==> config.mk <==
export PLATFORM = sky130hd
export DESIGN_NAME = conv1_seq_engine_flat
export DESIGN_NICKNAME = d
export VERILOG_FILES = /design/src/rtl/conv1_seq_if.sv /design/src/rtl/conv1_seq_engine.sv /design/src/flat_wrapper.sv
export SDC_FILE = /design/constraint.sdc
export NUM_CORES = 1
export LEC_CHECK = 0
export BUFFER_PORTS_ARGS = -buffer_cell sky130_fd_sc_hd__buf_2
export CAP_MARGIN = 10
export CORE_MARGIN = 8
export CORE_UTILIZATION = 55
export DETAILED_ROUTE_END_ITERATION = 16
export MAX_ROUTING_LAYER = met4
export PLACE_DENSITY = 0.84
export SLEW_MARGIN = 20
export SYNTH_ARGS = -nofsm -noshare
export SYNTH_HDL_FRONTEND = slang
export SYNTH_SLANG_ARGS = --single-unit
==> constraint.sdc <==
create_clock -name clk -period 11.3 [get_ports clk]
set_clock_uncertainty 0.1 [all_clocks]
set_input_delay 1.695 -clock clk [delete_from_list [all_inputs] [get_ports clk]]
set_output_delay 1.695 -clock clk [all_outputs]
set_load 0.005 [all_outputs]
==> src/rtl/conv1_seq_if.sv <==
// conv1_seq_if: bus bundle between conv1_seq_engine and its input/kernel/output SRAM ports
// master: engine side (drives strobes, addresses, write data, status)
// slave: memory/host side (drives start, read data, out_ready)
interface conv1_seq_if #(
  parameter int DW = 16
);
  logic          start;
  logic          busy;
  logic          done;
  logic          in_rd;
  logic [17:0]   in_addr;
  logic [DW-1:0] in_data;
  logic [8:0]    k_addr;
  logic [DW-1:0] k_data;
  logic          out_we;
  logic [11:0]   out_addr;
  logic [DW-1:0] out_data;
  logic          out_ready;
  modport master (
    input  start, in_data, k_data, out_ready,
    output busy, done, in_rd, in_addr, k_addr, out_we, out_addr, out_data
  );
  modport slave (
    output start, in_data, k_data, out_ready,
    input  busy, done, in_rd, in_addr, k_addr, out_we, out_addr, out_data
  );
endinterface

==> src/rtl/conv1_seq_engine.sv <==
// conv1_seq_engine: sequential AlexNet conv1 (one MAC per cycle) over synchronous SRAM ports
// clk/rst: rising-edge clock, asynchronous active-high reset
// bus.start/busy/done: pass control; bus.in_rd/in_addr/k_addr -> in_data/k_data one cycle later
// bus.out_we/out_addr/out_data held until bus.out_ready
module conv1_seq_engine #(
  parameter int IN_DIM  = 227,
  parameter int K       = 11,
  parameter int STRIDE  = 4,
  parameter int OUT_DIM = 55,
  parameter int CH      = 3,
  parameter int DW      = 16
) (
  input logic         clk,
  input logic         rst,
  conv1_seq_if.master bus
);
  typedef enum logic [2:0] {IDLE, READ, DRAIN, WRITE, DONE} state_t;
  localparam logic [7:0]  KL   = 8'(K - 1);
  localparam logic [7:0]  CL   = 8'(CH - 1);
  localparam logic [7:0]  OL   = 8'(OUT_DIM - 1);
  localparam logic [17:0] IN18 = 18'(IN_DIM);
  localparam logic [17:0] CH18 = 18'(CH);
  localparam logic [17:0] ST18 = 18'(STRIDE);
  localparam logic [8:0]  K9   = 9'(K);
  localparam logic [8:0]  CH9  = 9'(CH);
  state_t state;
  logic [7:0] i, j, c, m, n;
  logic [7:0] ni, nj, nc, nm, nn;
  logic [7:0] a_i, a_j, a_c, a_m, a_n;
  logic n_last, m_last, tap_last, win_last, rd, v;
  logic [DW-1:0] acc, acc_next, prod;
  logic [17:0] row, col, a_in;
  logic [8:0] a_k;
  // The address generator looks one tap ahead: in READ it addresses the next tap of
  // this window, otherwise tap 0 of the next window (window 0 when leaving IDLE).
  always_comb begin
    n_last   = n == KL;
    m_last   = m == KL;
    tap_last = c == CL && m_last && n_last;
    win_last = i == OL && j == OL;
    nn       = n_last ? '0 : n + 8'd1;
    nm       = n_last ? (m_last ? '0 : m + 8'd1) : m;
    nc       = (n_last && m_last) ? c + 8'd1 : c;
    nj       = (state == IDLE || j == OL) ? '0 : j + 8'd1;
    ni       = state == IDLE ? '0 : (j == OL ? i + 8'd1 : i);
    rd       = state == READ;
    a_i      = rd ? i : ni;
    a_j      = rd ? j : nj;
    a_c      = rd ? nc : '0;
    a_m      = rd ? nm : '0;
    a_n      = rd ? nn : '0;
    row      = {10'd0, a_i} * ST18 + {10'd0, a_m};
    col      = {10'd0, a_j} * ST18 + {10'd0, a_n};
    a_in     = (row * IN18 + col) * CH18 + {10'd0, a_c};
    a_k      = ({1'b0, a_m} * K9 + {1'b0, a_n}) * CH9 + {1'b0, a_c};
    prod     = bus.in_data * bus.k_data;
    acc_next = v ? acc + prod : acc;
  end
  // v marks the cycle where read data for a previously issued tap is on the bus.
  always_ff @(posedge clk or posedge rst) begin
    if (rst) begin
      state        <= IDLE;
      i            <= '0;
      j            <= '0;
      c            <= '0;
      m            <= '0;
      n            <= '0;
      acc          <= '0;
      v            <= 1'b0;
      bus.busy     <= 1'b0;
      bus.done     <= 1'b0;
      bus.in_rd    <= 1'b0;
      bus.in_addr  <= '0;
      bus.k_addr   <= '0;
      bus.out_we   <= 1'b0;
      bus.out_addr <= '0;
      bus.out_data <= '0;
    end else begin
      v        <= bus.in_rd;
      acc      <= acc_next;
      bus.done <= 1'b0;
      case (state)
        IDLE: if (bus.start) begin
          state        <= READ;
          i            <= '0;
          j            <= '0;
          c            <= '0;
          m            <= '0;
          n            <= '0;
          acc          <= '0;
          bus.busy     <= 1'b1;
          bus.in_rd    <= 1'b1;
          bus.in_addr  <= a_in;
          bus.k_addr   <= a_k;
          bus.out_addr <= '0;
        end
        READ: if (tap_last) begin
          state     <= DRAIN;
          bus.in_rd <= 1'b0;
        end else begin
          c           <= nc;
          m           <= nm;
          n           <= nn;
          bus.in_addr <= a_in;
          bus.k_addr  <= a_k;
        end
        // acc_next already folds in the last product arriving this cycle
        DRAIN: begin
          state        <= WRITE;
          bus.out_we   <= 1'b1;
          bus.out_data <= acc_next;
        end
        WRITE: if (bus.out_ready) begin
          bus.out_we <= 1'b0;
          if (win_last) begin
            state    <= DONE;
            bus.busy <= 1'b0;
            bus.done <= 1'b1;
          end else begin
            state        <= READ;
            i            <= ni;
            j            <= nj;
            c            <= '0;
            m            <= '0;
            n            <= '0;
            acc          <= '0;
            bus.in_rd    <= 1'b1;
            bus.in_addr  <= a_in;
            bus.k_addr   <= a_k;
            bus.out_addr <= bus.out_addr + 12'd1;
          end
        end
        default: state <= IDLE;
      endcase
    end
  end
endmodule

==> src/flat_wrapper.sv <==
// flat-port wrapper written by rule: the top's interface ports become plain ports
module conv1_seq_engine_flat 
#(
  parameter int IN_DIM  = 227,
  parameter int K       = 11,
  parameter int STRIDE  = 4,
  parameter int OUT_DIM = 55,
  parameter int CH      = 3,
  parameter int DW      = 16
)
  (clk, rst, bus_start, bus_in_data, bus_k_data, bus_out_ready, bus_busy, bus_done, bus_in_rd, bus_in_addr, bus_k_addr, bus_out_we, bus_out_addr, bus_out_data);
  conv1_seq_if #(.DW(DW)) bus_i ();
  input logic clk;
  input logic rst;
  input wire logic [$bits(bus_i.start)-1:0] bus_start;
  input wire logic [$bits(bus_i.in_data)-1:0] bus_in_data;
  input wire logic [$bits(bus_i.k_data)-1:0] bus_k_data;
  input wire logic [$bits(bus_i.out_ready)-1:0] bus_out_ready;
  output wire logic [$bits(bus_i.busy)-1:0] bus_busy;
  output wire logic [$bits(bus_i.done)-1:0] bus_done;
  output wire logic [$bits(bus_i.in_rd)-1:0] bus_in_rd;
  output wire logic [$bits(bus_i.in_addr)-1:0] bus_in_addr;
  output wire logic [$bits(bus_i.k_addr)-1:0] bus_k_addr;
  output wire logic [$bits(bus_i.out_we)-1:0] bus_out_we;
  output wire logic [$bits(bus_i.out_addr)-1:0] bus_out_addr;
  output wire logic [$bits(bus_i.out_data)-1:0] bus_out_data;
  assign bus_i.start = bus_start;
  assign bus_i.in_data = bus_in_data;
  assign bus_i.k_data = bus_k_data;
  assign bus_i.out_ready = bus_out_ready;
  assign bus_busy = bus_i.busy;
  assign bus_done = bus_i.done;
  assign bus_in_rd = bus_i.in_rd;
  assign bus_in_addr = bus_i.in_addr;
  assign bus_k_addr = bus_i.k_addr;
  assign bus_out_we = bus_i.out_we;
  assign bus_out_addr = bus_i.out_addr;
  assign bus_out_data = bus_i.out_data;
  conv1_seq_engine #(.IN_DIM(IN_DIM), .K(K), .STRIDE(STRIDE), .OUT_DIM(OUT_DIM), .CH(CH), .DW(DW)) u_core (.clk(clk), .rst(rst), .bus(bus_i));
endmodule
After elaboration in Yosys (flattened, before gate mapping)
Cells that the tools add are included.
{"block": "op_classes", "eq_ne": 14, "mux": 64, "n_reduce_logical": 15, "add_sub_neg": 13, "mul": 5}
{"operator": "two-way mux 8 bit", "n": 22}
{"operator": "two-way mux 18 bit", "n": 4}
{"operator": "one-hot mux 8 bit (3 select lines)", "n": 3}
{"operator": "two-way mux 16 bit", "n": 4}
{"operator": "one-hot mux 18 bit (3 select lines)", "n": 1}
{"operator": "adder 8 x 1 -> 8 bit, second input constant", "n": 5}
{"operator": "two-way mux 12 bit", "n": 3}
{"operator": "two-way mux 9 bit", "n": 4}
{"operator": "one-hot mux 16 bit (2 select lines)", "n": 1}
{"operator": "one-hot mux 8 bit (2 select lines)", "n": 2}
{"operator": "one-hot mux 9 bit (3 select lines)", "n": 1}
{"operator": "one-hot mux 12 bit (2 select lines)", "n": 1}
{"operator": "adder 10 x 8 -> 11 bit", "n": 2}
{"operator": "adder 18 bit", "n": 1}
{"operator": "adder 18 x 8 -> 18 bit", "n": 1}
{"operator": "adder 9 x 8 -> 9 bit", "n": 2}
{"operator": "multiplier 18 x 2 -> 18 bit, second input constant", "n": 1}
{"operator": "multiplier 18 x 8 -> 18 bit, second input constant", "n": 1}
{"operator": "adder 16 bit", "n": 1}
{"operator": "== test 8 x 4 -> 1 bit, second input constant", "n": 2}
{"operator": "== test 8 x 6 -> 1 bit, second input constant", "n": 2}
{"operator": "multiplier 16 x 16 -> 16 bit", "n": 1}
{"operator": "adder 12 x 1 -> 12 bit, second input constant", "n": 1}
{"operator": "two-way mux 3 bit", "n": 4}
{"operator": "20 further kinds", "n": 41}
{"block": "word_totals", "reg_bits": 119, "in_bits": 36, "output_inout_bits": 59, "elab_cells": 127}

Logic depth before layout (Yosys ltp)
Gate-level depths: netlist of the first run.
{"block": "depth", "word_depth": 12, "ltp_mapped": 39, "depth_no_buf": 38}

Worst setup path after synthesis of the first run
Ideal clock, no wire load.
{"block": "synth_path", "path_kind": "reg2reg", "startpoint": "reg u_core.n[0]", "endpoint": "reg u_core.bus.in_addr[17]", "synth_period_minus_slack_ps": 8468, "setup_time_ps": 92, "stages_incl_launch_ff": 35, "n_path_buf": 1, "t_arrival_ps": 8276, "required_ps": 11108, "slack_ps": 2832, "path_cell_list": "dfrtp_1 inv_1 ha_1 or4b_4 nor4b_4 nand2_1 a21oi_1 nor2_1 ha_1 fa_1 a211oi_1 o21bai_1 a21oi_1 xnor2_1 inv_1 fa_1 ha_1 fa_1 inv_1 fa_1 inv_1 ha_1 or2_2 a21oi_1 a31oi_1 a31oi_1 xnor2_1 ha_1 ha_1 clkbuf_1 o2111ai_1 o21a_1 or4_1 and3_1 o31ai_2"}
{"block": "synth_via", "elab_chain_cells": 11, "word_cells_on_any_way": 23, "cone_classes": "add/sub: 5; mul: 2; eq/ne: 2; mux: 11; reduce/logical: 3"}
{"item": "start, declared", "line": "conv1_seq_engine.sv:27", "text": "logic [7:0] i, j, c, m, n;"}
{"item": "start signal, assigned", "line": "conv1_seq_engine.sv:103", "text": "n <= nn;"}
{"item": "== test 8 x 4 -> 1 bit *", "line": "conv1_seq_engine.sv:37", "text": "n_last = n == KL;"}
{"item": "two-way mux 8 bit *", "line": "conv1_seq_engine.sv:42", "text": "nm = n_last ? (m_last ? '0 : m + 8'd1) : m;"}
{"item": "two-way mux 8 bit *", "line": "conv1_seq_engine.sv:50", "text": "a_m = rd ? nm : '0;"}
{"item": "via u_core.a_m[2]", "line": "conv1_seq_engine.sv:29", "text": "logic [7:0] a_i, a_j, a_c, a_m, a_n;"}
{"item": "adder 10 x 8 -> 11 bit *", "line": "conv1_seq_engine.sv:52", "text": "row = {10'd0, a_i} * ST18 + {10'd0, a_m};"}
{"item": "multiplier 18 x 8 -> 18 bit *", "line": "conv1_seq_engine.sv:54", "text": "a_in = (row * IN18 + col) * CH18 + {10'd0, a_c};"}
{"item": "adder 18 bit *", "line": "conv1_seq_engine.sv:54"}
{"item": "multiplier 18 x 2 -> 18 bit *", "line": "conv1_seq_engine.sv:54"}
{"item": "adder 18 x 8 -> 18 bit *", "line": "conv1_seq_engine.sv:54"}
{"item": "two-way mux 18 bit", "line": "conv1_seq_engine.sv:115", "text": "if (win_last) begin"}
{"item": "two-way mux 18 bit", "line": "conv1_seq_engine.sv:113", "text": "WRITE: if (bus.out_ready) begin"}
{"item": "one-hot mux 18 bit (3 select lines) *", "line": "conv1_seq_engine.sv:82", "text": "case (state)"}
{"item": "end signal, assigned", "line": "conv1_seq_engine.sv:93", "text": "bus.in_addr <= a_in;"}
{"item": "end signal, assigned", "line": "conv1_seq_engine.sv:104", "text": "bus.in_addr <= a_in;"}
{"item": "end signal, assigned", "line": "conv1_seq_engine.sv:128", "text": "bus.in_addr <= a_in;"}
{"item": "end, declared", "line": "conv1_seq_if.sv:21", "text": "output busy, done, in_rd, in_addr, k_addr, out_we, out_addr, out_data"}
The timed path passes the listed nets; every way through them passes the cells marked *. The select of a mux whose other input is x is not followed.
A chain may end at the register's enable or synchronous reset.

Final worst setup path of the first run
Ends and elaborated chain as after synthesis.

==> results of run 1 <==
## final timing paths
| check | from | endpoint | cells past startpoint |
|---|---|---|---|
| setup / recovery | u_core.n[0] | u_core.bus.in_addr[17] | 35 |
| hold / removal | u_core.bus.in_rd | u_core.v | 0 |
| setup reg to reg | u_core.n[0] | u_core.bus.in_addr[17] | 35 |
| hold reg to reg | u_core.bus.in_rd | u_core.v | 0 |
| max in group asynchronous | rst | u_core.bus.out_data[8] | 3 |
| min in group asynchronous | rst | u_core.bus.k_addr[1] | 2 |
## layout by cell type (no fill, tap or decap), types with 17 or more instances in the layout
master,netlist,final
clkbuf_16,0,17
buf_2,5,94
xor2_1,33,33
nand3_1,18,18
dfrtp_1,117,117
o31ai_1,19,19
ha_1,177,177
and2_1,56,56
fa_1,151,151
a21oi_1,62,61
a21o_1,28,28
nand2_1,215,215
xnor2_1,78,78
and3_1,21,21
o21ai_0,105,105
inv_1,268,267
nor2_1,83,83
## power by group
part           switching (mW)  internal (mW)  total (mW)  leakage, nW
Clock                   0.201          0.323       0.524        0.267
Sequential             0.0835          0.528       0.612         1.56
Combinational            1.45           1.04        2.49         6.70
Total                    1.74           1.89        3.63         8.53
## critical path: cells and delay by family (launching register included)
kind / cells / cell delay [ps]
xor+xnor: 5 / 960
fa+ha+maj: 8 / 2600
simple gates: 10 / 2730
compound gates: 9 / 2160
buf+inv: 3 / 180
flops: 1 / 440
## state kept, by name, indices dropped and copies added (netlist names)
| signal | cells |
|---|---|
| u_core.acc | 16 |
| u_core.bus.in_addr | 16 |
| u_core.bus.out_data | 16 |
| u_core.bus.out_addr | 12 |
| u_core.bus.k_addr | 9 |
| u_core.c | 8 |
| u_core.i | 8 |
| u_core.j | 8 |
| u_core.m | 8 |
| u_core.n | 8 |
| u_core.state | 3 |
| u_core.bus.busy | 1 |
| u_core.bus.done | 1 |
| u_core.bus.in_rd | 1 |
| u_core.bus.out_we | 1 |
| u_core.v | 1 |
## area by class of cell
cell class	count	share of cell area [%]
inverters	268	6.32
clock inverters	8	0.471
clock buffers	23	3.06
multi-input cells	1222	66.0
flip-flops and latches	117	18.4
repair buffers	97	3.09
well taps	341	2.68
## cell families (layout without fill, tap and decap cells)
| group | count (synthesis) | in the layout | share of synthesized area (%) |
|---|---|---|---|
| AO/OA/AOI/OAI | 288 | 288 | 12.2 |
| multiplexers | 21 | 21 | 1.47 |
| AND/OR/NAND/NOR | 473 | 473 | 15.5 |
| buffers and inverters | 322 | 396 | 8.52 |
| adder cells (fa/ha/maj) | 328 | 328 | 35.6 |
| flip-flops | 117 | 117 | 19.9 |
| XOR/XNOR | 112 | 112 | 6.76 |
## routing by layer
metal	part of all wire, %	vias up
met3	5.2	63
met4	2.5	0
li1	-	5528
met2	51	324
met5	0	-
met1	41	5737
## through the flow
stage / std cells / power, mW
after global routing: 2076 / 4.00
after global placement: 2045 / 2.98
final: 2076 / 3.63
after floorplan: 1661 / 2.53
after CTS: 2076 / 3.65
after detailed placement: 2045 / 3.10
==> metrics.txt, run 1 <==
mapped cell area around 15000 um2; PnR worst setup slack 2020 ps; Hold-fix buffers, CTS 0; crit path launch type flop; R2R setup slack a little over 2000 ps; CP Data Required Time 11540 ps; critical path type reg -> reg; Worst Hold Class reg -> reg; DP Wirelength 26300 um; P&R area growth vs syn 8.45%; warnings from Yosys 0; fin nets 2087; Fin Setup TNS 0 ps; clock sink total 117; Initial Util 55.3%; CTS tree built; Yosys top cell area share 20.6%; Fin Hold WS 301 ps; initial antenna violation count 0; First DRT Iteration DRCs approximately 860; number of port buffers 94; DR vias approximately 12000; Rows 60; Seq/Total Area, Yosys 19.9%; met1 Usage GRT 25.7%; met2 usage 36.9%; Tmin final roughly 9300 ps; Most common cell on crit path ha_1; # fillers about 2200; DP Area between 15000 and 20000 um2; largest net degree at the start of global routing 79; most frequent cell after synthesis inv_1; Mapped Nets around 2000; wirelength, routed between 30000 and 40000 um; Clock Tree Buf Depth 2; Max Clock Freq 0.108 GHz; syn avg cell area between 8 and 9 um2; clock root buffer clkbuf_16; PD cells 228 nW/um2; worst stage delay on the critical path 550 ps; H-Tree Depth 4; worst slack, placed 2110 ps; CP Capture Type flop; ys async rst share 100%; synth top area cells fa_1 (21%), dfrtp_1 (20%), ha_1 (15%), inv_1 (6.8%), nand2_1 (5.5%); via/cell ratio 5.61; Slowest-stage cell, CP fa_1; post-route ant nets 0; Fin. Hold Viols 0; ANT cells 0; fin. max-slew vios 0; # DRC 0; Resize count post-CTS 0; register area 2930 um2; Post-synth EDFFs 0; cell count after synthesis roughly 1700; area occupied by multi-input gates between 10000 and 15000 um2; Die Footprint 32200 um2; GRT met3 Usage under 10%; Post-CTS Setup Bufs 0; RePlAce Congestion 0.907; post-synth top area cell fa_1; worst-path maximum fanout 10; Seq cells post-synth approximately 120; clk_lat worst skew around 420 ps; clock slew at reported path FFs 60 ps; Initial DRT Pass Iterations 6; fraction of layout cells with a size suffix above 1 8.99%; Wirelength per Cell 16.0 um; first-pass GRT wire length approximately 57000 um; io pins 95; Critical Path AT approximately 9500 ps; LEAKAGE 8.53 nW; total grt overflow 0; vias in the first global route 12200; Worst-Margin Slew around 1100 ps; GR peak layer met2; core area 26600 um2; Final period util 82.1%; Post-synth top cells inv_1 (268), nand2_1 (215), ha_1 (177); RSZ-0062 raised after global routing false; fin area 15900 um2; MaxCap Viol Count 0; final count of negative-setup-slack endpoints 0; die height 180 um; fin util 60.0%; Die X 180 um; Netlist cell types 71; status completed; Main synth FF type dfrtp_1; Rel. slew slack 28.2%; Num CTS Buffers 17; VDD IR-drop max 0.000243 V; total track usage around 22%
Power figures use the tool's default switching activity.
==> run 2, diff against run 1 <==
--- a/config.mk
+++ b/config.mk
@@ -5,13 +5,14 @@
 export SDC_FILE = /design/constraint.sdc
 export NUM_CORES = 1
 export LEC_CHECK = 0
+export ABC_AREA = 1
 export BUFFER_PORTS_ARGS = -buffer_cell sky130_fd_sc_hd__buf_2
 export CAP_MARGIN = 10
 export CORE_MARGIN = 8
 export CORE_UTILIZATION = 55
 export DETAILED_ROUTE_END_ITERATION = 16
 export MAX_ROUTING_LAYER = met4
-export PLACE_DENSITY = 0.84
+export PLACE_DENSITY = 0.87
 export SLEW_MARGIN = 20
 export SYNTH_ARGS = -nofsm -noshare
 export SYNTH_HDL_FRONTEND = slang
==> constraint.sdc (replaced) <==
create_clock -name clk -period 8.4 [get_ports clk]
set_clock_uncertainty 0.1 [all_clocks]
set_input_delay 1.26 -clock clk [delete_from_list [all_inputs] [get_ports clk]]
set_output_delay 1.26 -clock clk [all_outputs]
set_load 0.005 [all_outputs]
==> metrics.txt, run 2 <==
DP Wirelength 28700 um (+8.9%); syn avg cell area 7.61 um2 (-14%); wirelength, routed 38000 um (+14%); Initial Util 56.1% (+0.80 points); RePlAce Congestion 0.922 (+1.7%); total power 7.18 mW (+98%); first-pass GRT wire length 62500 um (+8.9%); hold path cells 0 (unchanged); fraction of layout cells with a size suffix above 1 11.0% (+2.0 points); final non-filler cell total 2432 (+17%); VDD IR-drop max 0.000273 V (+12%); ANT cells 0 (unchanged); First DRT Iteration DRCs 1182 (+38%); initial antenna violation count 0 (unchanged); Max Clock Freq 0.124 GHz (+15%); worst r2r src u_core.j[6]; Main synth FF type dfrtp_1; Top Registers u_core.acc: 16 flops, u_core.bus.in_addr: 16 flops, u_core.bus.out_data: 16 flops; Die Footprint 33100 um2 (+2.9%); worst-path maximum fanout 9 (-1); clock root buffer clkbuf_16; crit path launch type flop; DR vias 13400 (+15%); Initial DRT Pass Iterations 5 (-1); CTS tree built; Num CTS Buffers 17 (unchanged); Final period util 96.2% (+14 points); clock sink total 117 (unchanged); core area 27000 um2 (+1.7%); final count of negative-setup-slack endpoints 0 (unchanged); DP Area 15900 um2 (+3.4%); fin area 16900 um2 (+5.7%); Most common cell on crit path ha_1; Wirelength per Cell 15.6 um (-2.6%); clock slew at reported path FFs 60 ps (about the same); critical path type reg -> reg; via/cell ratio 5.52 (-1.6%); synth top area cells fa_1 (20%), dfrtp_1 (19%), ha_1 (15%), nand2_1 (12%), inv_1 (11%); cell count after synthesis 1994 (+20%); worst stage delay on the critical path 500 ps (-50 ps); Mapped Nets 2358 (+16%); R2R setup slack 320 ps (-1710 ps); worst slack, placed -51.5 ps (-2160 ps); Seq/Total Area, Yosys 19.3% (-0.61 points); Hold Crit Start u_core.bus.in_rd; Worst Hold Class reg -> reg; post-route ant nets 0 (unchanged); vias in the first global route 13600 (+12%); mapped cell area 15200 um2 (+3.2%); commonest non-fill, non-tap cells in the layout nand2_1 (466), inv_1 (452), ha_1 (165), fa_1 (151), dfrtp_1 (117); PnR worst setup slack 315 ps (-1710 ps); die height 182 um (+1.4%); Clock Tree Buf Depth 2 (unchanged); Slowest-stage cell, CP fa_1; fin nets 2442 (+17%); H-Tree Depth 4 (unchanged); P&R area growth vs syn 11.1%; post-synth top area cell fa_1; CP Capture Type flop; Rel. slew slack 40.5% (+12 points); CP Data Required Time 8640 ps (-2900 ps); clk_lat worst skew 420 ps (about the same); fin. max-slew vios 0 (unchanged); total grt overflow 0 (unchanged); Post-synth EDFFs 0 (unchanged); status completed; PD cells 426 nW/um2 (+87%); # DRC 0 (unchanged); reg2reg end u_core.bus.in_addr[16]; Netlist cell types 58 (-18%); Seq cells post-synth 117 (unchanged); largest net degree at the start of global routing 79 (unchanged); MaxCap Viol Count 0 (unchanged); Hold Path End u_core.v; Critical Path AT 8330 ps (-1190 ps); Post-synth top cells nand2_1 (467), inv_1 (459), ha_1 (177); Tmin final 8080 ps (-1190 ps); Fin Hold WS 313 ps (+12.5 ps); placed cells 2387 (+17%); most frequent cell after synthesis nand2_1; ys async rst share 100% (unchanged); LEAKAGE 9.57 nW (+12%); r2r worst-path depth 35 (unchanged); total track usage 23.1% (+1.5 points); number of port buffers 94 (unchanged); Yosys top cell area share 19.9% (-0.63 points); most common cell after layout, fill and taps aside nand2_1; Die X 182 um (+1.4%); Worst-Margin Slew 891 ps (-182 ps); Hold-fix buffers, CTS 0 (unchanged); Rows 60 (unchanged); io pins 95 (unchanged); Fin. Hold Viols 0 (unchanged); warnings from Yosys 0 (unchanged)
[run 2: cell count changes after synthesis, sizes merged, moves of 12 or more]
cell	previous run	this run
mux2i	16	2
and3	21	1
inv	268	468
o22ai	1	13
a21o	28	5
a21oi	62	82
and2	56	1
nand3	19	86
xnor2	78	25
o31ai	20	3
nand2	215	471
[run 2: cell families after synthesis]
| logic type | share of synthesized area [%] |
|---|---|
| compound gates | 9.20 |
| xor+xnor | 3.98 |
| fa+ha+maj | 34.5 |
| buf+inv | 13.1 |
| flops | 19.3 |
| mux | 0.206 |
| simple gates | 19.7 |
[run 2: what timing repair did]
item                       4_1_cts  5_1_grt
gates cloned                     0        1
gates resized for setup          1       57
setup endpoints to repair        2        6
setup buffers                    1       11
pin swaps                        3       18
[run 2: worst max-delay path by stage]
stage                               start                     end  cells after the start
after floorplan           u_core.state[2]  u_core.bus.in_addr[17]                     42
after global placement        u_core.n[0]  u_core.bus.in_addr[17]                     45
after detailed placement      u_core.n[0]  u_core.bus.in_addr[17]                     49
after CTS                     u_core.n[0]  u_core.bus.in_addr[17]                     49
after global routing          u_core.m[0]  u_core.bus.in_addr[17]                     50
final                         u_core.j[6]  u_core.bus.in_addr[16]                     35
[run 2: cell type report]
class                           instances  area [um2]
Multi-Input combinational cell       1359       10500
Fill cell                            2161       10200
Sequential cell                       117        2930
Inverter                              469        1770
Timing Repair Buffer                  114         628
Tap cell                              341         427
Clock buffer                           17         425
Clock inverter                         15         145
[run 2: where the power goes]
part / switching (mW) / internal [mW] / total, mW
Combinational: 3.43 / 2.10 / 5.53
Sequential: 0.137 / 0.791 / 0.928
Clock: 0.307 / 0.414 / 0.720
Total: 3.88 / 3.30 / 7.18
[run 2: worst max-delay path: cells and delay by family, from the launching register on]
family	cells	cell delay, ps
flip-flops	1	420
adder cells (fa/ha/maj)	9	3290
AND/OR/NAND/NOR	9	1200
AO/OA/AOI/OAI	10	1740
buffers and inverters	4	460
XOR/XNOR	3	780
[run 2: layer usage]
layer	vias up	share of wire (%)	global-route usage (%)	wire [um]
met1	6502	40	26.7	15100
met3	124	5.9	3.52	2250
met2	479	51	39.8	19300
met4	0	3.6	9.97	1350
met5	-	0	-	0
li1	6325	-	-	-
[run 2: per-stage QoR]
step | util [%] | setup TNS (ps)
6_report | 62.4 | 0
5_1_grt | 62.4 | -255
4_1_cts | 61.0 | 0
3_5_place_dp | 58.9 | -51.5
3_3_place_gp | 58.9 | 0
2_1_floorplan | - | 0
